[src/rtl/sfu_accum_pkg.sv]
// rtl/sfu_accum_pkg.sv - shared state encoding, default widths and lane post-processing helpers
package sfu_accum_pkg;

  typedef enum logic [1:0] {
    ST_IDLE  = 2'd0,
    ST_ACCUM = 2'd1,
    ST_DRAIN = 2'd2,
    ST_DONE  = 2'd3
  } state_e;

  localparam int DEF_COL     = 8;
  localparam int DEF_PSUM_BW = 16;
  localparam int DEF_ACC_BW  = 24;
  localparam int DEF_DEPTH   = 16;

  // Post-processing runs on a fixed wide container so the helpers work for any lane width.
  localparam int MAX_W = 64;

  function automatic int addr_w(input int depth);
    return (depth > 1) ? $clog2(depth) : 1;
  endfunction

  function automatic logic signed [MAX_W-1:0] relu_fn(input logic signed [MAX_W-1:0] v,
                                                      input logic en);
    return (en && (v < 0)) ? '0 : v;
  endfunction

  function automatic logic signed [MAX_W-1:0] sat_fn(input logic signed [MAX_W-1:0] v,
                                                     input int unsigned bw);
    logic signed [MAX_W-1:0] hi;
    logic signed [MAX_W-1:0] lo;
    hi = $signed((MAX_W'(1) << (bw - 1)) - MAX_W'(1));
    lo = ~hi;
    if (v > hi) return hi;
    if (v < lo) return lo;
    return v;
  endfunction

endpackage

[src/rtl/sfu_lane_post.sv]
// rtl/sfu_lane_post.sv - one lane of optional ReLU plus reduction from ACC_BW to PSUM_BW
// SFU_ACCUM_SAT_EN selects saturating reduction; otherwise the low PSUM_BW bits are kept.
module sfu_lane_post
  import sfu_accum_pkg::*;
#(
  parameter int ACC_BW  = DEF_ACC_BW,
  parameter int PSUM_BW = DEF_PSUM_BW
) (
  input  logic [ACC_BW-1:0]  acc_in,
  input  logic               relu_en,
  output logic [PSUM_BW-1:0] psum_out
);

  logic signed [MAX_W-1:0] wide;
  logic signed [MAX_W-1:0] rect;

  always_comb begin
    wide = MAX_W'($signed(acc_in));
    rect = relu_fn(wide, relu_en);
`ifdef SFU_ACCUM_SAT_EN
    psum_out = PSUM_BW'(sat_fn(rect, PSUM_BW));
`else
    psum_out = PSUM_BW'(rect);
`endif
  end

endmodule

[src/rtl/sfu_accum_bank.sv]
// rtl/sfu_accum_bank.sv - multi-pass column partial-sum accumulation bank with ReLU drain
// SFU_ACCUM_SAT_EN (in sfu_lane_post) selects saturating output reduction.
module sfu_accum_bank
  import sfu_accum_pkg::*;
#(
  parameter int COL     = DEF_COL,
  parameter int PSUM_BW = DEF_PSUM_BW,
  parameter int ACC_BW  = DEF_ACC_BW,
  parameter int DEPTH   = DEF_DEPTH
) (
  input  logic                   clk,
  input  logic                   rst_n,
  input  logic                   start,
  input  logic [7:0]             cfg_passes,
  input  logic                   cfg_relu_en,
  input  logic                   in_valid,
  output logic                   in_ready,
  input  logic [COL*PSUM_BW-1:0] in_psum,
  output logic                   out_valid,
  input  logic                   out_ready,
  output logic [COL*PSUM_BW-1:0] out_data,
  output logic                   out_last,
  output logic                   busy,
  output logic                   done
);

  localparam int AW = addr_w(DEPTH);
  localparam logic [AW-1:0] LAST_ADDR = AW'(DEPTH - 1);

  state_e                 state_q, state_d;
  logic [AW-1:0]          addr_q, addr_d;
  logic [7:0]             pass_q, pass_d;
  logic [7:0]             passes_q, passes_d;
  logic                   relu_q, relu_d;
  logic                   in_ready_q, in_ready_d;
  logic                   out_valid_q, out_valid_d;
  logic                   out_last_q, out_last_d;
  logic [COL*PSUM_BW-1:0] out_data_q, out_data_d;
  logic                   busy_q, busy_d;
  logic                   done_q, done_d;

  logic [COL*ACC_BW-1:0]  bank_q [DEPTH];
  logic [COL*ACC_BW-1:0]  rd_word;
  logic [COL*ACC_BW-1:0]  wr_word;
  logic [COL*PSUM_BW-1:0] post_word;
  logic                   wr_en;

  // One shared pointer serves both the accumulate write and the drain read.
  assign rd_word = bank_q[addr_q];
  assign wr_en   = (state_q == ST_ACCUM) && in_valid && in_ready_q;

  for (genvar i = 0; i < COL; i++) begin : g_lane
    logic signed [ACC_BW-1:0] in_ext;
    logic signed [ACC_BW-1:0] acc_old;

    assign in_ext  = ACC_BW'($signed(in_psum[i*PSUM_BW +: PSUM_BW]));
    assign acc_old = $signed(rd_word[i*ACC_BW +: ACC_BW]);
    // The first pass overwrites so leftovers from an earlier job never leak in.
    assign wr_word[i*ACC_BW +: ACC_BW] = (pass_q == 8'd0) ? in_ext : (acc_old + in_ext);

    sfu_lane_post #(
      .ACC_BW  (ACC_BW),
      .PSUM_BW (PSUM_BW)
    ) u_post (
      .acc_in   (rd_word[i*ACC_BW +: ACC_BW]),
      .relu_en  (relu_q),
      .psum_out (post_word[i*PSUM_BW +: PSUM_BW])
    );
  end

  always_ff @(posedge clk) begin
    if (wr_en) bank_q[addr_q] <= wr_word;
  end

  always_comb begin
    state_d     = state_q;
    addr_d      = addr_q;
    pass_d      = pass_q;
    passes_d    = passes_q;
    relu_d      = relu_q;
    out_valid_d = out_valid_q;
    out_last_d  = out_last_q;
    out_data_d  = out_data_q;

    case (state_q)
      ST_IDLE: begin
        if (start) begin
          passes_d = (cfg_passes == 8'd0) ? 8'd1 : cfg_passes;
          relu_d   = cfg_relu_en;
          addr_d   = '0;
          pass_d   = 8'd0;
          state_d  = ST_ACCUM;
        end
      end
      ST_ACCUM: begin
        if (wr_en) begin
          if (addr_q == LAST_ADDR) begin
            addr_d = '0;
            if (pass_q == passes_q - 8'd1) begin
              pass_d  = 8'd0;
              state_d = ST_DRAIN;
            end else begin
              pass_d = pass_q + 8'd1;
            end
          end else begin
            addr_d = addr_q + AW'(1);
          end
        end
      end
      ST_DRAIN: begin
        if (out_valid_q && out_ready && out_last_q) begin
          out_valid_d = 1'b0;
          out_last_d  = 1'b0;
          state_d     = ST_DONE;
        end else if (!out_valid_q || out_ready) begin
          // Output register is empty or being consumed: load the next entry.
          out_data_d  = post_word;
          out_valid_d = 1'b1;
          out_last_d  = (addr_q == LAST_ADDR);
          addr_d      = (addr_q == LAST_ADDR) ? '0 : addr_q + AW'(1);
        end
      end
      ST_DONE: begin
        state_d = ST_IDLE;
      end
      default: begin
        state_d = ST_IDLE;
      end
    endcase

    in_ready_d = (state_d == ST_ACCUM);
    busy_d     = (state_d != ST_IDLE);
    done_d     = (state_d == ST_DONE);
  end

  always_ff @(posedge clk or negedge rst_n) begin
    if (!rst_n) begin
      state_q     <= ST_IDLE;
      addr_q      <= '0;
      pass_q      <= 8'd0;
      passes_q    <= 8'd0;
      relu_q      <= 1'b0;
      in_ready_q  <= 1'b0;
      out_valid_q <= 1'b0;
      out_last_q  <= 1'b0;
      out_data_q  <= '0;
      busy_q      <= 1'b0;
      done_q      <= 1'b0;
    end else begin
      state_q     <= state_d;
      addr_q      <= addr_d;
      pass_q      <= pass_d;
      passes_q    <= passes_d;
      relu_q      <= relu_d;
      in_ready_q  <= in_ready_d;
      out_valid_q <= out_valid_d;
      out_last_q  <= out_last_d;
      out_data_q  <= out_data_d;
      busy_q      <= busy_d;
      done_q      <= done_d;
    end
  end

  assign in_ready  = in_ready_q;
  assign out_valid = out_valid_q;
  assign out_last  = out_last_q;
  assign out_data  = out_data_q;
  assign busy      = busy_q;
  assign done      = done_q;

endmodule

[config.mk]
export PLATFORM = sky130hd
export DESIGN_NAME = sfu_accum_bank
export DESIGN_NICKNAME = d
export VERILOG_FILES = /design/src/rtl/sfu_accum_pkg.sv /design/src/rtl/sfu_lane_post.sv /design/src/rtl/sfu_accum_bank.sv
export SDC_FILE = /design/constraint.sdc
export NUM_CORES = 2
export LEC_CHECK = 0
export ABC_AREA = 0
export ABC_CLOCK_PERIOD_IN_PS = 14800
export BUFFER_PORTS_ARGS = -buffer_cell sky130_fd_sc_hd__buf_2
export CAP_MARGIN = 20
export CELL_PAD_IN_SITES_DETAIL_PLACEMENT = 0
export CELL_PAD_IN_SITES_GLOBAL_PLACEMENT = 1
export CORE_UTILIZATION = 50
export DETAILED_ROUTE_END_ITERATION = 12
export GPL_ROUTABILITY_DRIVEN = 0
export PLACE_DENSITY = 0.82
export SYNTH_ARGS = -nofsm -noshare
export SYNTH_HDL_FRONTEND = slang
export SYNTH_SLANG_ARGS = --single-unit
[constraint.sdc]
create_clock -name clk -period 14.8 [get_ports clk]
set_clock_uncertainty 0.2 [all_clocks]
set_input_delay 2.96 -clock clk [delete_from_list [all_inputs] [get_ports clk]]
set_output_delay 2.96 -clock clk [all_outputs]
set_load 0.01 [all_outputs]
### After elaboration in Yosys (flattened, before gate mapping)

Memories as Yosys holds them, arrays and structs flattened.
Cells that the tools add are included.

* flip-flop bits (word level): 156
* latch bits: 0
* bits in writable memories: 3072
* ROM bits: 0
* input bits: 142
* logic and storage cells: 110
* memories: 1

* add/sub/neg operators: 11
* multiply operators: 0
* div/mod/pow operators: 0
* magnitude comparators: 8
* equal/unequal tests: 12
* shift-type cells: 0
* multiplexer cells: 40
* bitwise operators: 1
* reductions and logical operators: 26

Memories
* bank_q: depth 16, width 192, rd ports 1, clocked after memory_dff 0, write ports 1, RTL line sfu_accum_bank.sv:42 `logic [COL*ACC_BW-1:0] bank_q [DEPTH];`

Operator list (count)
* $add 24x16->24: 8
* $lt 24x1->1 const B: 8
* $mux 24: 8
* $mux 16: 8
* $mux 8: 5
* $mux 4: 5
* $logic_not 8->1: 2
* $pmux 8 s2: 1
* $logic_and 1x1->1: 12
* $pmux 4 s3: 1
* $mux 2: 5
* $add 8x1->8 const B: 1
* $eq 8x8->1: 1
* $ne 2x2->1 const B: 4
* $pmux 2 s4: 1
* $sub 8x1->8 const B: 1
* $eq 2x2->1 const B: 3
* $mux 1: 6
* $reduce_bool 2->1: 3
* $reduce_and 5->1: 1
* $add 4x1->4 const B: 1
* $eq 2x1->1 const B: 2
* $eq 4x4->1 const B: 1
* $reduce_and 2->1: 2
* other kinds (8): 8

### Longest topological paths before layout

* word-level depth: 7
* mapped depth: 19

### Cells and area by module

A second synthesis with hierarchy kept.

* cell total of the unflattened synthesis: 6448
* area total of the unflattened synthesis: 133222.8 um^2

By module, submodules not included
* sfu_accum_bank: times used 1, cells an instance 6304, area an instance 131781.4 um^2, seq. area each 96152.2 um^2
* sfu_lane_post: times used 8, cells an instance 18, area an instance 180.2 um^2, seq. area each 0.0 um^2

### Least setup slack after synthesis

Ideal clock, no wire load.

* path kind: in2reg
* from: input port in_valid
* to: memory bank_q[0][0] (netlist bit) (enable)
* setup time: 0.979 ns
* data arrival time: 16.189 ns
* required time: 13.621 ns
* path slack: -2.568 ns
* stages: 3
* path through: and3_1 -> nand2_1 -> nor3_1

* word-level cells in the longest chain between the ends: 4

RTL lines
* start, declared: RTL line sfu_accum_bank.sv:16 `input logic in_valid,`
* $logic_and 1x1->1 (2 in series): RTL line sfu_accum_bank.sv:50 `assign wr_en = (state_q == ST_ACCUM) && in_valid && in_ready_q;`
* $mux 1: RTL line sfu_accum_bank.sv:72 `if (wr_en) bank_q[addr_q] <= wr_word;`
* $mux 1 (not written as such): RTL line sfu_accum_bank.sv:72
* end, declared: RTL line sfu_accum_bank.sv:42

No other way between the ends.

### Worst setup path in the final report

* from: register addr_q[0]
* to: memory bank_q[7][46] (netlist bit), data pin

* word-level cells in the longest chain between the ends: 3

RTL lines
* start, declared: RTL line sfu_accum_bank.sv:31 `logic [AW-1:0] addr_q, addr_d;`
* start signal, assigned: RTL line sfu_accum_bank.sv:151 `addr_q <= addr_d;`
* $mem_v2 16x192
* $add 24x16->24: RTL line sfu_accum_bank.sv:59 `assign wr_word[i*ACC_BW +: ACC_BW] = (pass_q == 8'd0) ? in_ext : (acc_old + in_ext);`
* $mux 24: RTL line sfu_accum_bank.sv:59
* named net wr_word[46]: RTL line sfu_accum_bank.sv:44 `logic [COL*ACC_BW-1:0] wr_word;`

The timed path passes the listed nets, and every way through them passes these cells.

==> results_dict.tcl <==
set metrics [dict create \
    ys_seq_area_share_pct 73.1 \
    whs_endpoint "out_data[44]" \
    rows 187 \
    drtIter0Drc 7567 \
    start_kind "flop" \
    drc 0 \
    synth_nets 6627 \
    dp.final_hpwl_mm 172 \
    cts_resized 0 \
    setup_viol 0 \
    clock_latency_ps 940 \
    yosysTopAreaCell "edfxtp_1" \
    vdd_ir_drop_max_v 0.000189 \
    ys.flop_type "edfxtp_1" \
    hold_class "reg2reg" \
    synth_top_family_by_area "multiplexers" \
    max_freq_mhz 128 \
    worstSetupEndpointType "flop" \
    clkTransAtPathRegs_ps 60 \
    routedWlPerCell_um 30.2 \
    required_ps 15190 \
    arrival_ps 8180 \
    grt-ovfl-total 0 \
    setup_slack_ps 7020 \
    synth-adder-area-share_pct 1.98 \
    cts_setup_buffers 0 \
    period_share_pct 52.6 \
    fp.dieH_um 515 \
    outcome "finished, final reports clean" \
    finalMaxSlewViolations 0 \
    synth_area_leaders "edfxtp_1, mux4_2, dfrtp_1, ha_1, a22o_1" \
    finalPower_w 0.0262 \
    grtUsageTotal_pct 24.2 \
    cts_sinks 3228 \
    final_hold_viol_count 0 \
    syn_avg_cell_area_um2 21.0 \
    vias 66775 \
    timing.rr.end "bank_q[7][46]" \
    multi_input_area_um2 33800 \
    pre_cts_slack_ps 6720 \
    r2r_cells 16 \
    antenna_left 0 \
    drv_cap 0 \
    drive_gt1_share_pct 28.1 \
    pwr_density_cell_nw_per_um2 176 \
    cts_inserted_buffers 326 \
    synth_top_cell_area_share_pct 70.1 \
    static-leakage-power_nw 48.5 \
    async_flop_share_pct 4.83 \
    synth_compound_area_share_pct 4.03 \
    grt_pass1_vias 68096 \
    nets 7177 \
    fin_crit_ps 7780 \
    cp_cell_sequence "buf_12 -> buf_4 -> mux4_2 -> mux4_2 -> ha_1 -> inv_1 -> fa_1 -> nor2b_1 -> o31a_1 -> o2111a_1 -> o21ai_1 -> a21oi_1 -> o41ai_2 -> o21ai_0 -> xnor2_1 -> o21ai_1" \
    dieWidth_um 515 \
    syn-cell-area_um2 132000 \
    placed_cell_area_um2 138000 \
    port_buffers 274 \
    routed_wirelength_mm 320 \
    syn_inst 6282 \
    antenna_found_initial 48 \
    startpoint "addr_q[0]" \
    relSlewSlack_pct 22.4 \
    critPathSlowestCell "dfrtp_4" \
    start_util_pct 50.5 \
    cts_tree "yes" \
    yosysUniqueCellTypes 81 \
    synth-simple-area-share_pct 1.91 \
    grt_setup_unrepaired "no" \
    fin_tns_setup_ps 0 \
    nFillCells 18715 \
    coreArea_um2 261000 \
    cts_buffer_depth 4 \
    min_from "out_data[44]" \
    cp_max_fo 106 \
    reg2reg_from "addr_q[0]" \
    io_pins 275 \
    holdPathStages 1 \
    grt_max_degree 119 \
    seqCellArea_um2 96200 \
    cpPeakStageDelay_ps 1030 \
    drt_pass1_iterations 8 \
    worst-setup-path-type "reg2reg" \
    root_buffer "clkbuf_16" \
    finalInstanceArea_um2 149000 \
    tightest_slew_ps 1160 \
    yosys_warnings 0 \
    timing.hold.ws_ps 294 \
    reg2reg_setup_slack_ps 7020 \
    synth-xor-area-share_pct 1.09 \
    synth-seq-cells 3228 \
    dieArea_um2 265000 \
    grt_pass1_wl_mm 465 \
    synthMuxAreaShare_pct 16.5 \
    synth_edf_count 3072 \
    vias_per_cell 6.30 \
    syn_to_final_growth_pct 12.9 \
    cts_htree_levels 5 \
    postCtsHoldBufs 0 \
]
[layer usage]
| metal | vias to the layer above | track usage (%) | part of all wire (%) |
|---|---|---|---|
| li1 | 27528 | - | - |
| met1 | 35364 | 33.1 | 39 |
| met2 | 3241 | 39.4 | 49 |
| met3 | 606 | 4.81 | 9.3 |
| met4 | 36 | 7.55 | 3.1 |
| met5 | - | 0 | 0.072 |
[layout make-up]
cell class | count | share of cell area (%)
inverters | 80 | 0.207
multi-input cells | 2685 | 22.7
well taps | 3496 | 2.94
diodes | 15 | 0.0253
clock inverters | 160 | 1.08
repair buffers | 511 | 2.33
clock buffers | 417 | 5.95
flip-flops and latches | 3228 | 64.7
[worst max path at each step]
| stage | end | cells past startpoint | slack (ps) |
|---|---|---|---|
| 2_1_floorplan | bank_q[8][0] | 3 | 2590 |
| 3_3_place_gp | bank_q[12][165] | 15 | 6800 |
| 3_5_place_dp | bank_q[5][164] | 15 | 6720 |
| 4_1_cts | bank_q[0][164] | 15 | 6690 |
| 5_1_grt | bank_q[2][167] | 15 | 6260 |
| 6_report | bank_q[7][46] | 16 | 7020 |
[state kept, by name (all words and copies together), names as in the netlist]
register,flops
out_valid,1
done,1
passes_q,8
relu_q,1
busy,1
addr_q,4
pass_q,8
out_last,1
out_data,128
state_q,2
in_ready,1
bank_q,3072
[synth_stat cells, types with 12 or more instances]
cell and number:
o21ai_0 183, a22o_1 130, o31ai_1 21, a31oi_1 18, nand3_1 30, inv_1 80
edfxtp_1 3072, nor2b_1 19, nand2b_1 30, or3_1 13, mux4_2 960, xor2_1 87
ha_1 195, nor3_1 34, nand2_1 178, buf_6 45, a211o_1 13, a211oi_1 21
clkbuf_1 110, a21o_1 65, and2_1 14, o211ai_1 12, nor2_1 169, buf_1 41
and3_1 20, buf_2 88, a21oi_1 208, dfrtp_1 156, xnor2_1 75, o21a_1 28
o21bai_1 21
[placed cells by master, fill, tap and decap left out, types with 17 or more instances in the layout]
cell,count
o21ai_0,180
dfrtp_1,152
o21a_1,28
a31oi_1,18
edfxtp_1,3072
nor3_1,30
ha_1,195
clkbuf_16,334
buf_4,200
clkinv_1,52
bufinv_16,31
nor2_1,158
nand2b_1,30
o21bai_1,21
inv_1,79
mux4_2,960
nand3_1,30
a211oi_1,21
nand2_1,176
clkbuf_8,17
and3_1,20
xnor2_1,75
nor2b_1,19
a21o_1,65
buf_12,25
o31ai_1,19
a21oi_1,208
xor2_1,87
buf_2,284
a22o_1,130
clkbuf_1,66
clkinv_2,57
[power by group]
part           leakage [nW]  internal (W)  switching [W]  total (W)
Clock                  5.12       0.00475        0.00337    0.00812
Sequential             29.8        0.0103       0.000163     0.0105
Combinational          13.6       0.00350        0.00410    0.00760
Total                  48.5        0.0186        0.00763     0.0262
[logic make-up (layout without fill, tap and decap cells)]
family / Yosys count / count (layout)
AND/OR/NAND/NOR: 549 / 549
adder cells (fa/ha/maj): 203 / 203
AO/OA/AOI/OAI: 798 / 798
other: 0 / 15
flip-flops: 3228 / 3228
buffers and inverters: 369 / 1168
multiplexers: 972 / 972
XOR/XNOR: 163 / 163
[critical path, delay by kind of cell, from the launching register on]
family | cells | cell delay (ps)
xor+xnor | 1 | 150
fa+ha+maj | 2 | 440
simple gates | 1 | 70
buf+inv | 3 | 1590
flops | 1 | 1030
mux | 2 | 1110
compound gates | 7 | 2550
[metrics by stage]
stage | util (%) | cells
after global routing | 57.0 | 10582
after global placement | 52.8 | 9946
after floorplan | - | 6282
after CTS | 56.9 | 10541
after detailed placement | 52.9 | 9964
final | 57.0 | 10592
Note: power is estimated with default switching activity, not from simulation.
